**src/rtl/mux_sel_ctrl.sv**
```systemverilog
// mux_sel_ctrl
// Drives the select line of the downstream 2:1 data mux (out = sel ? x : y).
// In manual mode a debounced push-button toggles sel once per clean press.
// In auto mode sel toggles every AUTO_PERIOD cycles.
//
// Ports
//   clk      system clock, rising edge
//   rst      synchronous active-high reset
//   btn      raw asynchronous push-button, active high
//   mode     0 = manual toggle, 1 = auto alternate (synchronous to clk)
//   sel      registered mux select, 1 selects x, 0 selects y
//   sel_chg  one-cycle pulse in the cycle sel takes a new value
//   pressed  debounced button level
//
// Debounce FSM
//   state | meaning
//   IDLE  | button released and stable
//   PDEB  | btn_s high, counting toward press acceptance
//   HELD  | press accepted, button held
//   RDEB  | btn_s low, counting toward release acceptance

module mux_sel_ctrl #(
  parameter int DEB_CYCLES  = 4,
  parameter int AUTO_PERIOD = 8
) (
  input  logic clk,
  input  logic rst,
  input  logic btn,
  input  logic mode,
  output logic sel,
  output logic sel_chg,
  output logic pressed
);

  localparam int DW = (DEB_CYCLES  > 1) ? $clog2(DEB_CYCLES)  : 1;
  localparam int AW = (AUTO_PERIOD > 1) ? $clog2(AUTO_PERIOD) : 1;
  localparam logic [DW-1:0] DEB_LAST  = DW'(DEB_CYCLES - 1);
  localparam logic [AW-1:0] AUTO_LAST = AW'(AUTO_PERIOD - 1);

  typedef enum logic [1:0] {
    IDLE = 2'd0,
    PDEB = 2'd1,
    HELD = 2'd2,
    RDEB = 2'd3
  } state_t;

  state_t        state;
  logic          s1;
  logic          btn_s;
  logic [DW-1:0] deb_cnt;
  logic [AW-1:0] auto_cnt;
  logic          mode_q;
  logic          press_evt;
  logic          auto_evt;

  assign press_evt = (state == PDEB) && btn_s && (deb_cnt == DEB_LAST);

  // mode_q marks that auto mode was already active on the previous edge.
  // The first edge with mode=1 only arms the counter at 0, so the first
  // toggle lands AUTO_PERIOD edges after auto mode is entered.
  assign auto_evt = mode && mode_q && (auto_cnt == AUTO_LAST);

  always_ff @(posedge clk) begin
    if (rst) begin
      s1       <= 1'b0;
      btn_s    <= 1'b0;
      state    <= IDLE;
      deb_cnt  <= '0;
      auto_cnt <= '0;
      mode_q   <= 1'b0;
      sel      <= 1'b0;
      sel_chg  <= 1'b0;
      pressed  <= 1'b0;
    end else begin
      s1    <= btn;
      btn_s <= s1;

      case (state)
        IDLE: begin
          if (btn_s) begin
            state   <= PDEB;
            deb_cnt <= '0;
          end
        end
        PDEB: begin
          if (!btn_s) begin
            state <= IDLE;
          end else if (deb_cnt == DEB_LAST) begin
            state   <= HELD;
            pressed <= 1'b1;
          end else begin
            deb_cnt <= deb_cnt + 1'b1;
          end
        end
        HELD: begin
          if (!btn_s) begin
            state   <= RDEB;
            deb_cnt <= '0;
          end
        end
        RDEB: begin
          // a bounce back high returns to HELD without a second press event
          if (btn_s) begin
            state <= HELD;
          end else if (deb_cnt == DEB_LAST) begin
            state   <= IDLE;
            pressed <= 1'b0;
          end else begin
            deb_cnt <= deb_cnt + 1'b1;
          end
        end
        default: begin
          state   <= IDLE;
          deb_cnt <= '0;
        end
      endcase

      mode_q <= mode;
      if (!mode || !mode_q || auto_evt) begin
        auto_cnt <= '0;
      end else begin
        auto_cnt <= auto_cnt + 1'b1;
      end

      // the current mode decides which event source may toggle sel
      sel_chg <= 1'b0;
      if (mode ? auto_evt : press_evt) begin
        sel     <= ~sel;
        sel_chg <= 1'b1;
      end
    end
  end

endmodule

```
**config.mk**
```make
export PLATFORM = sky130hd
export DESIGN_NAME = mux_sel_ctrl
export DESIGN_NICKNAME = d
export VERILOG_FILES = /design/src/rtl/mux_sel_ctrl.sv
export SDC_FILE = /design/constraint.sdc
export NUM_CORES = 1
export LEC_CHECK = 0
export CAP_MARGIN = 5
export CORE_AREA = 5 5 42 44
export DETAILED_ROUTE_END_ITERATION = 12
export DIE_AREA = 0 0 47 49
export PLACE_DENSITY_LB_ADDON = 0.12
export SLEW_MARGIN = 15
export SYNTH_ARGS = -nofsm -noshare
export SYNTH_HDL_FRONTEND = slang
export SYNTH_SLANG_ARGS = --single-unit
export TNS_END_PERCENT = 50
```
**constraint.sdc**
```tcl
create_clock -name clk -period 3.6 [get_ports clk]
set_clock_uncertainty 0.2 [all_clocks]
set_input_delay 1.08 -clock clk [delete_from_list [all_inputs] [get_ports clk]]
set_output_delay 1.08 -clock clk [all_outputs]
set_load 0.05 [all_outputs]
```
After elaboration in Yosys (flattened, before gate mapping)
Cells that the tools add are included.
{"block": "op_classes", "bitwise": 1, "n_reduce_logical": 14, "n_addsub": 2, "mux": 20, "eq_ne": 13}
{"cell": "$mux 2", "n": 11}
{"cell": "$pmux 2 s4", "n": 2}
{"cell": "$ne 2x2->1 const B", "n": 5}
{"cell": "$reduce_and 4->1", "n": 2}
{"cell": "$eq 2x2->1 const B", "n": 3}
{"cell": "$mux 1", "n": 6}
{"cell": "$reduce_and 5->1", "n": 1}
{"cell": "$logic_and 1x1->1", "n": 4}
{"cell": "$add 3x1->3 const B", "n": 1}
{"cell": "$eq 3x3->1 const B", "n": 1}
{"cell": "$ne 3x2->1 const B", "n": 1}
{"cell": "$ne 3x3->1 const B", "n": 1}
{"cell": "$add 2x1->2 const B", "n": 1}
{"cell": "$eq 2x1->1 const B", "n": 1}
{"cell": "$logic_not 1->1", "n": 2}
{"cell": "$logic_not 2->1", "n": 1}
{"cell": "$logic_or 1x1->1", "n": 2}
{"cell": "$ne 2x1->1 const B", "n": 1}
{"cell": "$pmux 1 s2", "n": 1}
{"cell": "$reduce_bool 2->1", "n": 1}
{"cell": "$reduce_or 2->1", "n": 1}
{"cell": "$not 1->1", "n": 1}
{"block": "totals", "ff_bits": 13, "word_cells": 59, "in_bits": 4}

Depth between registers and ports, before layout
Gate-level depths: netlist of the first run.
{"block": "depth", "ltp_word": 5, "ltp_mapped": 5, "ltp_nobuf": 5}

Worst setup path before layout of the first run
OpenSTA, ideal clock, no wires.
{"block": "synth_path", "path_kind": "in2reg", "from": "input port rst", "to": "register sel", "path_stages": 2, "n_path_buf": 0, "arrival_ns": 1.785, "required_ns": 3.336, "setup_slack_ns": 1.551, "path_cell_list": "or4b_2 -> nand4_1"}
{"element": "start: declaration", "line_no": "27", "text": "input logic rst,"}
{"element": "end signal: assignment", "line_no": "128", "text": "sel <= ~sel;"}
{"element": "end: declaration", "line_no": "30", "text": "output logic sel,"}

Worst setup path in the final report of the first run
{"block": "layout_path", "from": "register sel", "to": "output port sel"}
No word-level cell between the ends.

==> results.md, run 1 <==
* CP Max Fanout at 5
* Slew headroom at 0.666
* Peak per-stage delay on the critical path at 0.83 ns
* Final setup vio count at 0
* Post-Synthesis Cell Area at 533 µm²
* Flops & latches, synth at 13
* Synth top area cells: dfxtp_1 (49%), ha_1 (7.0%), nor2b_1 (4.7%)
* Final net count at 70
* Tot Pwr at 256 µW
* Syn_nets at 60
* Antenna violation net count after detailed routing at 0
* N_diodes at 0
* Top-Level Pins at 7
* Synth top area share at 0.488
* DRC at 0
* Status: finished, final reports clean
* Share of cells above drive strength 1 at 0.113
* Number of buffers added for setup after CTS at 0
* Clock Path Buffers at 2
* Port bufs at 6
* H-tree depth at 1
* Clock-pin transition on the worst setup and hold timing paths at 0.08 ns
* Clock sinks at 13
* Fill cell count at 150
* First-pass GRT wire length at 1.45 mm
* GRT Overall Usage at 0.0884
* Area leader, netlist: dfxtp_1
* Seq/Total Area, Yosys at 0.488
* Setup slack, reg-to-reg at 1.91 ns
* Final Hold Fails at 0
* Fin crit share at 0.768
* Vias per cell at 4.91
* R2R depth at 5
* Worst-Margin Slew at 0.499 ns
* Slew Limit Fails at 0
* Hold Crit Class: register to register
* Vias in the first global route at 354
* Nature of the critical path endpoint: output pin
* Cell family with most CP delay: buffers and inverters
* Worst-Skew Late Latency at 0.27 ns
* R2r startpoint: auto_cnt[0]$_SDFF_PP0_
* Wirelength per Cell at 10.7 µm
* Cell Chain, Critical Path: clkdlybuf4s50_1
* PwrDens at 408 nW/µm²
* HP Start: auto_cnt[0]$_SDFF_PP0_
* Final instance area at 628 µm²
* Die width at 47 µm
* Max-cap viol count at 0
* Vias at 383
* Most frequent cells in the layout: dfxtp_1 (13), nand2_1 (6), clkdlybuf4s50_1 (6)
* Area of the core at 1400 µm²
* Critical path data arrival time at 1.48 ns
* CP Class: register to output pin
* Synth Instances at 53
* Slowest stage cell, crit path: clkdlybuf4s50_1
* Leak Pwr at 0.234 nW
* Commonest non-fill, non-tap cell in the layout: dfxtp_1
* Antenna violations before repair at 0
* RSZ-0062 raised after global routing: false
* Peak Freq at 0.362 GHz
* Startpoint Class: register
* Synthesis-to-layout area growth at 17.8%
* Starting DRT DRC Count at 3
* Fin crit period at 2.76 ns
* Hold path cells at 1
* Synth cell types at 24
* RR Endpoint: sel$_SDFFE_PP0P_
* Grt ovf at 0
* CTS resizes at 0
* CTS tree: yes
* Pre-antenna DRT Iters at 4
* Clk root buf: clkbuf_4
* Row count at 14
* Largest net degree at the start of global routing at 14
* Avg Inst Size Synth at 10.1 µm²
* Die area at 2300 µm²
* Initial Util at 0.380
* Hold Crit Endpoint: auto_cnt[0]$_SDFF_PP0_
* Worst endpoint required time at 2.32 ns
* Cts hold-fix bufs at 0
* Die height at 49 µm
* Total wire length at 831 µm
* Max VDD drop at 0.173 mV
* Placed cell area at 602 µm²
* Yosys warns at 0
* Buf+Inv Stages, Crit Path at 1
* Placer Congestion at 0.689
* Sum of negative setup slack at 0 ns
* WHS at 0.224 ns
* CTS buffer count at 3
* Finished Core Util at 0.448
## cells by family after synthesis
kind of cell / synth area share
buf+inv: 0.0282
flops: 0.488
compound gates: 0.0751
fa+ha+maj: 0.0704
simple gates: 0.300
mux: 0.0211
xor+xnor: 0.0164
## cell usage after synthesis
cell	count
dfxtp_1	13
nand2_1	6
nor2b_1	4
a21oi_1	3
and2_1	3
ha_1	3
nand3_1	2
nand4b_1	2
o21ai_0	2
a21o_2	1
a31oi_1	1
and3b_1	1
buf_6	1
inv_1	1
mux2_2	1
nand4_1	1
nor2_1	1
nor3_1	1
nor3b_1	1
or3_2	1
or4_1	1
or4b_1	1
or4b_2	1
xnor2_1	1
## worst max-delay path by stage
stage / start / to / slack (ns) / depth (start not counted)
after floorplan: rst / sel$_SDFFE_PP0P_ / 1.55 / 2
after global placement: rst / sel$_SDFFE_PP0P_ / 0.84 / 3
after detailed placement: rst / sel$_SDFFE_PP0P_ / 0.84 / 3
after CTS: sel$_SDFFE_PP0P_ / sel / 0.81 / 1
after global routing: sel$_SDFFE_PP0P_ / sel / 0.79 / 1
final: sel$_SDFFE_PP0P_ / sel / 0.84 / 1
## power breakdown
part / internal (mW) / switching [mW] / total (mW)
clock: 0.0429 / 0.0468 / 0.0897
sequential: 0.147 / 0.00219 / 0.149
combinational: 0.00814 / 0.00903 / 0.0172
## stage by stage
stage	cells	setup WS, ns
after floorplan	53	1.55
final	78	0.837
after detailed placement	74	0.835
after global routing	78	0.785
after CTS	78	0.815
after global placement	74	0.840
## cell type report
cell class	instances	area [µm²]	area share
Timing Repair Buffer	6	60.1	0.0956
Multi-Input combinational cell	38	258	0.410
Sequential cell	13	260	0.414
Clock buffer	4	26.3	0.0418
Tap cell	16	20.0	0.0319
Inverter	1	3.75	0.00598
## layer usage
metal / vias to the layer above / track usage / wire [µm]
met4: 0 / 0.0553 / 0
met1: 168 / 0.125 / 446
met3: 0 / 0.0443 / 42
met2: 8 / 0.102 / 342
li1: 207 / - / -
met5: - / 0 / 0
## registers in the layout, indices dropped and copies added, names as in the netlist, named ones only
signal,count
sel,1
mode_q,1
sel_chg,1
state,1
auto_cnt,3
s1,1
btn_s,1
pressed,1
deb_cnt,2
Power figures use the tool's default switching activity.
==> run 2: changes to the inputs <==
==> constraint.sdc (replaced) <==
create_clock -name clk -period 2.26 [get_ports clk]
set_clock_uncertainty 0.2 [all_clocks]
set_input_delay 0.678 -clock clk [delete_from_list [all_inputs] [get_ports clk]]
set_output_delay 0.678 -clock clk [all_outputs]
set_load 0.05 [all_outputs]
==> run 2 against run 1 <==
Compared with the run above: non-clock buffer count is 2 higher; via count is 4.7% higher; clock power is 59% higher; critical endpoint is now sel$_SDFFE_PP0P_; die area stayed put.
==> results.md, run 2 (synthesized netlist as in run 1, its figures left out) <==
* CTS tree: yes
* Synthesis-to-layout area growth at 19.2%
* Area of the core at 1400 µm² (unchanged)
* Sum of negative setup slack at 0 ns (unchanged)
* Tot Pwr at 410 µW (+60%)
* CP Max Fanout at 4 (-1)
* Clock Path Buffers at 2 (unchanged)
* Leak Pwr at 0.249 nW (+6.7%)
* PnR worst setup slack at 0.408 ns (-0.429 ns)
* Fin crit period at 1.85 ns
* Grt ovf at 0 (unchanged)
* Logic pwr share at 0.072 (+0.005)
* Setup slack, reg-to-reg at 0.58 ns (-1.33 ns)
* Switch share at 0.226 (about the same)
* Vias in the first global route at 353 (-0.28%)
* RR Endpoint: sel$_SDFFE_PP0P_
* Hold Crit Endpoint: auto_cnt[0]$_SDFF_PP0_
* Critical Path Start: rst
* Port bufs at 6 (unchanged)
* Die height at 49 µm (unchanged)
* Cell Int Power at 317 µW (+60%)
* DRC at 0 (unchanged)
* Share of cells above drive strength 1 at 0.188 (+0.0746)
* Clock-pin transition on the worst setup and hold timing paths at 0.08 ns (about the same)
* Critical path data arrival time at 1.87 ns (+0.39 ns)
* H-tree depth at 1 (unchanged)
* Die width at 47 µm (unchanged)
* First-pass GRT wire length at 1.59 mm (+9.5%)
* Slew Limit Fails at 0 (unchanged)
* Final net count at 72 (+2.9%)
* Max-cap viol count at 0 (unchanged)
* Flop pwr share at 0.580 (-0.003)
* Worst endpoint required time at 2.27 ns (-0.05 ns)
* GR Util met3 at 0.0332 (-0.0111)
* CTS resizes at 0 (unchanged)
* Number of buffers added for setup after CTS at 0 (unchanged)
* Met2 Usage GRT at 0.122 (+0.0204)
* Worst-Margin Slew at 0.379 ns (-0.120 ns)
* Most frequent cells in the layout: dfxtp_1 (13), nand2_1 (6), buf_4 (5)
* N_diodes at 0 (unchanged)
* Most flops, register: auto_cnt
* CTS buffer count at 3 (unchanged)
* Largest net degree at the start of global routing at 11 (-3)
* Row count at 14 (unchanged)
* Clock sinks at 13 (unchanged)
* GRT Overall Usage at 0.0988 (+0.0104)
* Cts hold-fix bufs at 0 (unchanged)
* Clock power frac at 0.349 (about the same)
* Gr busiest metal: met1
* Top-Level Pins at 7 (unchanged)
* CP Class: primary input to register
* Total wire length at 883 µm (+6.3%)
* Slew headroom at 0.746 (+0.0793)
* RSZ-0062 raised after global routing: false
* Placed cell area at 609 µm² (+1.2%)
* Vias per cell at 5.01 (+2.1%)
* Nature of the critical path endpoint: register
* Die area at 2300 µm² (unchanged)
* Largest registers: auto_cnt x3, deb_cnt x2
* Starting DRT DRC Count at 3 (unchanged)
* Pre-antenna DRT Iters at 2 (-2)
* Antenna violation net count after detailed routing at 0 (unchanged)
* Peak Freq at 0.540 GHz
* Wirelength per Cell at 11.0 µm (+3.6%)
* Hold Crit Class: register to register
* WHS at 0.223 ns (-0.000805 ns)
* Vias at 401 (+4.7%)
* Fin crit share at 0.819
* Number of flip-flops under the largest register name at 3 (unchanged)
* Status: finished, final reports clean
* R2r startpoint: auto_cnt[0]$_SDFF_PP0_
* R2R depth at 5 (unchanged)
* Final instance area at 636 µm² (+1.2%)
* Clk root buf: clkbuf_4
* Met1 usage at 0.131 (+0.00581)
* Antenna violations before repair at 0 (unchanged)
* Post-DP HPWL at 603 µm
* Initial Util at 0.380 (unchanged)
* Final setup vio count at 0 (unchanged)
* Max VDD drop at 0.251 mV (+45%)
* Finished Layout Cells at 80 (+2.6%)
* Hold path cells at 1 (unchanged)
* Dpl ws at 0.122 ns (-0.713 ns)
* Finished Core Util at 0.454 (+0.00536)
* Final Hold Fails at 0 (unchanged)
* Placed cells at 76 (+2.7%)
* HP Start: auto_cnt[0]$_SDFF_PP0_
* Placer Congestion at 0.707 (+2.6%)
* PwrDens at 645 nW/µm² (+58%)
* Worst-Skew Late Latency at 0.27 ns (about the same)
* NetSw at 92.9 µW (+60%)
* Startpoint Class: primary input
* Commonest non-fill, non-tap cell in the layout: dfxtp_1
==> run 2: changes by cell type in the layout (fill, tap and decap cells not counted), sizes merged <==
| cell | before | now |
|---|---|---|
| buf | 0 | 5 |
| clkdlybuf4s50 | 6 | 3 |
==> run 2: worst max-delay path by stage <==
stage,endpoint,cells after the start
3_3_place_gp,sel$_SDFFE_PP0P_,3
5_1_grt,sel$_SDFFE_PP0P_,3
6_report,sel$_SDFFE_PP0P_,3
2_1_floorplan,sel$_SDFFE_PP0P_,2
4_1_cts,sel$_SDFFE_PP0P_,3
3_5_place_dp,sel$_SDFFE_PP0P_,3
==> run 2: power by group through the flow <==
stage                     combinational (mW)  clock [mW]  sequential [mW]
after detailed placement              0.0296           0            0.243
after floorplan                       0.0119           0            0.248
after global placement                0.0296           0            0.243
after CTS                             0.0299       0.150            0.238
final                                 0.0294       0.143            0.238
after global routing                  0.0323       0.168            0.239
==> run 2: area by class of cell <==
type                    count  area, µm²
clock buffers               4       26.3
fillers                   148        766
inverters                   1       3.75
multi-input cells          38        258
flip-flops and latches     13        260
well taps                  16       20.0
repair buffers              8       67.6
==> run 2: critical path, cell delays in order <==
cell and delay [ns]:
clkdlybuf4s50_1 0.44, or4b_2 0.64, nand4_1 0.11
==> run 2: per-layer routing <==
layer / up-vias / wire (µm)
met5: - / 0
met4: 0 / 31
met3: 4 / 34
met2: 6 / 378
met1: 180 / 438
li1: 211 / -
==> run 3: changes to the inputs <==
==> constraint.sdc (replaced) <==
create_clock -name clk -period 1.6 [get_ports clk]
set_clock_uncertainty 0.2 [all_clocks]
set_input_delay 0.48 -clock clk [delete_from_list [all_inputs] [get_ports clk]]
set_output_delay 0.48 -clock clk [all_outputs]
set_load 0.05 [all_outputs]
==> run 3 against run 2 <==
Compared with the run above: clock power grew 32%; sequential share of layout area shrank 5.0 points; largest cell class is now multi-input combinational cells; setup slack lost 0.35 ns; sequential cell count is the same; utilization grew 6.9 points; die area is the same; design area grew 15%; register-to-register slack lost 0.49 ns; first-iteration DRC count grew to 3.3 times the previous value; power grew 41%; critical path type is now register to output pin; hold slack gained 0.015 ns.
==> results.md, run 3 (synthesized netlist as in run 1, its figures left out) <==
* Final instance area at 732 µm² (+15%)
* Number of flip-flops under the largest register name at 3 (unchanged)
* Share of cells above drive strength 1 at 0.292 (+0.105)
* First-pass GRT wire length at 1.50 mm (-5.7%)
* Nature of the critical path endpoint: output pin
* Wirelength per Cell at 10.9 µm (-0.90%)
* NetSw at 122 µW (+31%)
* Commonest non-fill, non-tap cell in the layout: dfxtp_1
* Starting DRT DRC Count at 10 (+7)
* Peak per-stage delay on the critical path at 0.43 ns (-0.21 ns)
* CP Class: register to output pin
* Vias per cell at 4.98 (-0.74%)
* Worst endpoint required time at 0.92 ns (-1.35 ns)
* Flop pwr share at 0.586 (+0.006)
* Fin crit period at 1.55 ns
* Antenna violation net count after detailed routing at 0 (unchanged)
* Finished Core Util at 0.522 (+0.0688)
* Initial Util at 0.380 (unchanged)
* Cts hold-fix bufs at 0 (unchanged)
* Clock-pin transition on the worst setup and hold timing paths at 0.07 ns (about the same)
* Worst-Margin Slew at 0.339 ns (-0.0397 ns)
* Buf+Inv Stages, Crit Path at 1 (unchanged)
* Largest registers: auto_cnt x3, deb_cnt x2
* Dpl ws at -0.320 ns (-0.441 ns)
* Switch share at 0.211 (-0.0155)
* Port bufs at 6 (unchanged)
* HP Start: s1$_SDFF_PP0_
* PwrDens at 788 nW/µm² (+22%)
* Cell family with most CP delay: flip-flops
* Post-DP HPWL at 634 µm (+5.1%)
* Hold path cells at 1 (unchanged)
* Synthesis-to-layout area growth at 37.3%
* Final net count at 73 (+1.4%)
* Antenna violations before repair at 0 (unchanged)
* N_diodes at 0 (unchanged)
* R2R depth at 4 (-1)
* Vias at 403 (+0.50%)
* Leak Pwr at 0.269 nW (+8.0%)
* FF+latch area at 263 µm² (+0.96%)
* CP Max Fanout at 5 (+1)
* Most flops, register: auto_cnt
* Die area at 2300 µm² (unchanged)
* Max VDD drop at 0.454 mV (+81%)
* Cell Int Power at 455 µW (+43%)
* PnR worst setup slack at 0.0539 ns (-0.354 ns)
* Clk root buf: clkbuf_4
* Multi-input gate area in the final layout at 302 µm² (+17%)
* CTS tree: yes
* Critical path depth in cells at 1 (-2)
* Final setup vio count at 0 (unchanged)
* Row count at 14 (unchanged)
* Placer Congestion at 0.645 (-8.9%)
* Worst-Skew Late Latency at 0.26 ns (about the same)
* Total wire length at 886 µm (+0.34%)
* Setup slack, reg-to-reg at 0.09 ns (-0.49 ns)
* Pre-antenna DRT Iters at 2 (unchanged)
* Area of the core at 1400 µm² (unchanged)
* Placed cells at 77 (+1.3%)
* Final Hold Fails at 0 (unchanged)
* Slew headroom at 0.772 (+0.0267)
* Logic pwr share at 0.086 (+0.014)
* Largest net degree at the start of global routing at 10 (-1)
* Cell Chain, Critical Path: buf_12
* H-tree depth at 1 (unchanged)
* Max-cap viol count at 0 (unchanged)
* Grt ovf at 0 (unchanged)
* Die height at 49 µm (unchanged)
* Peak Freq at 0.647 GHz
* Clock power frac at 0.328 (-0.021)
* RR Endpoint: sel$_SDFFE_PP0P_
* Slowest stage cell, crit path: dfxtp_1
* Fill cell count at 126 (-15%)
* DRC at 0 (unchanged)
* Critical path data arrival time at 0.87 ns (-1.00 ns)
* Clock sinks at 13 (unchanged)
* Vias in the first global route at 397 (+12%)
* Slew Limit Fails at 0 (unchanged)
* Hold Crit Class: register to register
* CTS buffer count at 3 (unchanged)
* Startpoint Class: register
* Fin crit share at 0.966
* Status: finished, final reports clean
* Clock Path Buffers at 2 (unchanged)
* Number of buffers added for setup after CTS at 0 (unchanged)
* Hold Crit Endpoint: btn_s$_SDFF_PP0_
* Tot Pwr at 577 µW (+41%)
* Placed cell area at 654 µm² (+7.4%)
* Top-Level Pins at 7 (unchanged)
* Die width at 47 µm (unchanged)
* R2r startpoint: deb_cnt[0]$_SDFFE_PP0P_
* Finished Layout Cells at 81 (+1.3%)
* GRT Overall Usage at 0.0877 (-0.0111)
* Most frequent cells in the layout: dfxtp_1 (11), nand2_1 (5), nor2b_1 (4)
==> run 3: cell count changes in the layout (fill, tap and decap cells not counted), sizes merged <==
cell / change
clkdlybuf4s50: -2
dlygate4sd2: +1
buf: +1
dlymetal6s2s: +1
==> run 3: power by group through the flow <==
stage / clock network [mW] / logic [mW] / registers, mW
after floorplan: 0 / 0.0168 / 0.351
after global placement: 0 / 0.0492 / 0.345
after detailed placement: 0 / 0.0496 / 0.345
after CTS: 0.203 / 0.0502 / 0.338
after global routing: 0.213 / 0.0538 / 0.339
final: 0.189 / 0.0494 / 0.338
==> run 3: layout make-up <==
class / instances / area share
flip-flops and latches: 13 / 0.359
inverters: 1 / 0.00513
well taps: 16 / 0.0274
clock buffers: 4 / 0.0359
multi-input cells: 38 / 0.412
repair buffers: 9 / 0.161
==> run 3: how the worst max path moves through the flow <==
stage / start / end / slack [ns]
floorplan: auto_cnt[0]$_SDFF_PP0_ / sel$_SDFFE_PP0P_ / 0.02
global placement: rst / sel$_SDFFE_PP0P_ / -0.29
detailed placement: mode / sel$_SDFFE_PP0P_ / -0.32
CTS: deb_cnt[0]$_SDFFE_PP0P_ / sel$_SDFFE_PP0P_ / 0.006
global route: deb_cnt[0]$_SDFFE_PP0P_ / sel$_SDFFE_PP0P_ / -0.003
finish: sel$_SDFFE_PP0P_ / sel / 0.05
==> run 3: layer usage <==
metal  GRT usage  wire length, µm  up-vias
li1            -                -      212
met1       0.105              421      187
met4      0.0553                9        0
met2       0.133              434        2
met3      0.0221               21        2
met5           0                0        -
==> run 3: repair_timing <==
action	in CTS	in global routing
gates cloned	0	0
pin swaps	3	0
endpoints found under the setup margin	1	1
gates resized for setup	10	3
==> run 3: worst register-to-register path: cells and delay by family, from the launching register on <==
family / cells / cell delay [ns]
DFF: 1 / 0.41
and+or+nand+nor: 3 / 0.65
adders and majority gates: 1 / 0.19
==> run 3: through the flow <==
stage / hold WS (ns) / TNS, ns
global route: 0.256 / -0.00333
global placement: 0.212 / -1.20
detailed placement: 0.211 / -1.27
floorplan: 0.198 / 0
finish: 0.238 / 0
CTS: 0.229 / 0
==> RTL edit (config.mk and constraints of run 3) <==
Change the parameter `DEB_CYCLES` from 4 to 2.
--- a/src/rtl/mux_sel_ctrl.sv
+++ b/src/rtl/mux_sel_ctrl.sv
@@ -21,5 +21,5 @@
 
 module mux_sel_ctrl #(
-  parameter int DEB_CYCLES  = 4,
+  parameter int DEB_CYCLES  = 2,
   parameter int AUTO_PERIOD = 8
 ) (
Function: changed (a bounded check fails within 10 cycles, from zero or initial values and one cycle with rst high).
==> RTL edit against run 3 <==
- fmax is 1.6% higher
- non-clock buffer count unchanged
- power increased by 1.6%
- synthesized area fell by 18%
- combinational power shrank 9.7%
- sequential share of layout area increased by 3.9 points
- worst setup slack better by 0.025 ns
- sequential cell count shrank 1
- final area shrank 18%
- routed wire length down 13%
- critical path type unchanged
- largest power group unchanged
==> RTL edit: results (changes against run 3) <==
Status: completed
Slew @ Worst Pin: 0.269 ns (-0.0698 ns)
Count of cell types in the netlist: 19 (-21%)
Share of layout cells above drive strength 1: 26.9% (-2.3 points)
Final GP Congestion: 0.757 (+17%)
Layout fillers: 135 (+7.1%)
Met1 WL: 314 um (-25%)
Drt total wl: 769 um (-13%)
Clock power share: 39.0% (+6.2 points)
First-pass GRT wire length: 1260 um (-16%)
Most frequent cells after synthesis: dfxtp_1 (12), nor2_1 (5), nor2b_1 (3)
Initial DRC Count: 1 (-9)
Via density: 4.62 (-7.2%)
Leak: 0.257 nW (-4.3%)
Placed Cells incl. Taps: 64 (-17%)
Worst R2R Start: auto_cnt[0]$_SDFF_PP0_
DR WL met3: 60 um (+190%)
Sink of the worst hold path: auto_cnt[0]$_SDFF_PP0_
Setup crit end: pressed
Setup WS pre-CTS: -0.331 ns (-0.0114 ns)
Vias in the first global route: 311 (-22%)
Count of nets after finishing: 59 (-19%)
Worst EP arrival: 0.84 ns (-0.03 ns)
M1 GR Usage: 8.87% (-1.6 points)
Detail Route met2 WL: 380 um (-12%)
Avg Cell Area, Syn: 10.9 sq um (+8.9%)
Total track usage: 7.84% (-0.93 points)
Worst Path Max Fanout: 3 (-2)
CP peak stage delay: 0.41 ns (-0.02 ns)
HPWL Detailed: 600 um (-5.4%)
Worst Hold Launch: auto_cnt[0]$_SDFF_PP0_
Met2 usage: 11.3% (-2.0 points)
Peak supply drop: 0.000447 V (-1.4%)
Critical path startpoint: pressed$_SDFFE_PP0P_
Seq/Total Area, Yosys: 54.9% (+6.0 points)
Placed Area: 566 sq um (-14%)
Worst hold margin: 0.228 ns (-0.0101 ns)
Internal power: 0.000468 W (+2.9%)
Wire per inst: 11.3 um (+3.4%)
## RTL edit: cell count changes in the layout (fill, tap and decap cells not counted), sizes merged, moves of 2 or more
cell,delta
nand2,-4
nand3,-2
nand4b,-2
nor2,+4
or4b,-2
## RTL edit: logic make-up (layout without fill, tap and decap cells)
family / Yosys count / count (layout) / synth area share [%]
fa+ha+maj: 2 / 2 / 5.71
buf+inv: 1 / 13 / 1.14
xor+xnor: 1 / 1 / 2.00
compound gates: 6 / 6 / 10.6
flops: 12 / 12 / 54.9
simple gates: 16 / 16 / 20.0
mux: 2 / 2 / 5.71
## RTL edit: cell type report
type,instances,area [sq um],area share [%]
clock buffers,4,36.3,6.02
multi-input cells,27,195,32.4
flip-flops and latches,12,240,39.8
well taps,16,20.0,3.32
repair buffers,9,111,18.5
## RTL edit: repair_timing
item                       CTS  global route
hold buffers                 0             0
gates resized for setup      1             1
pin swaps                    0             1
setup endpoints to repair    1             1
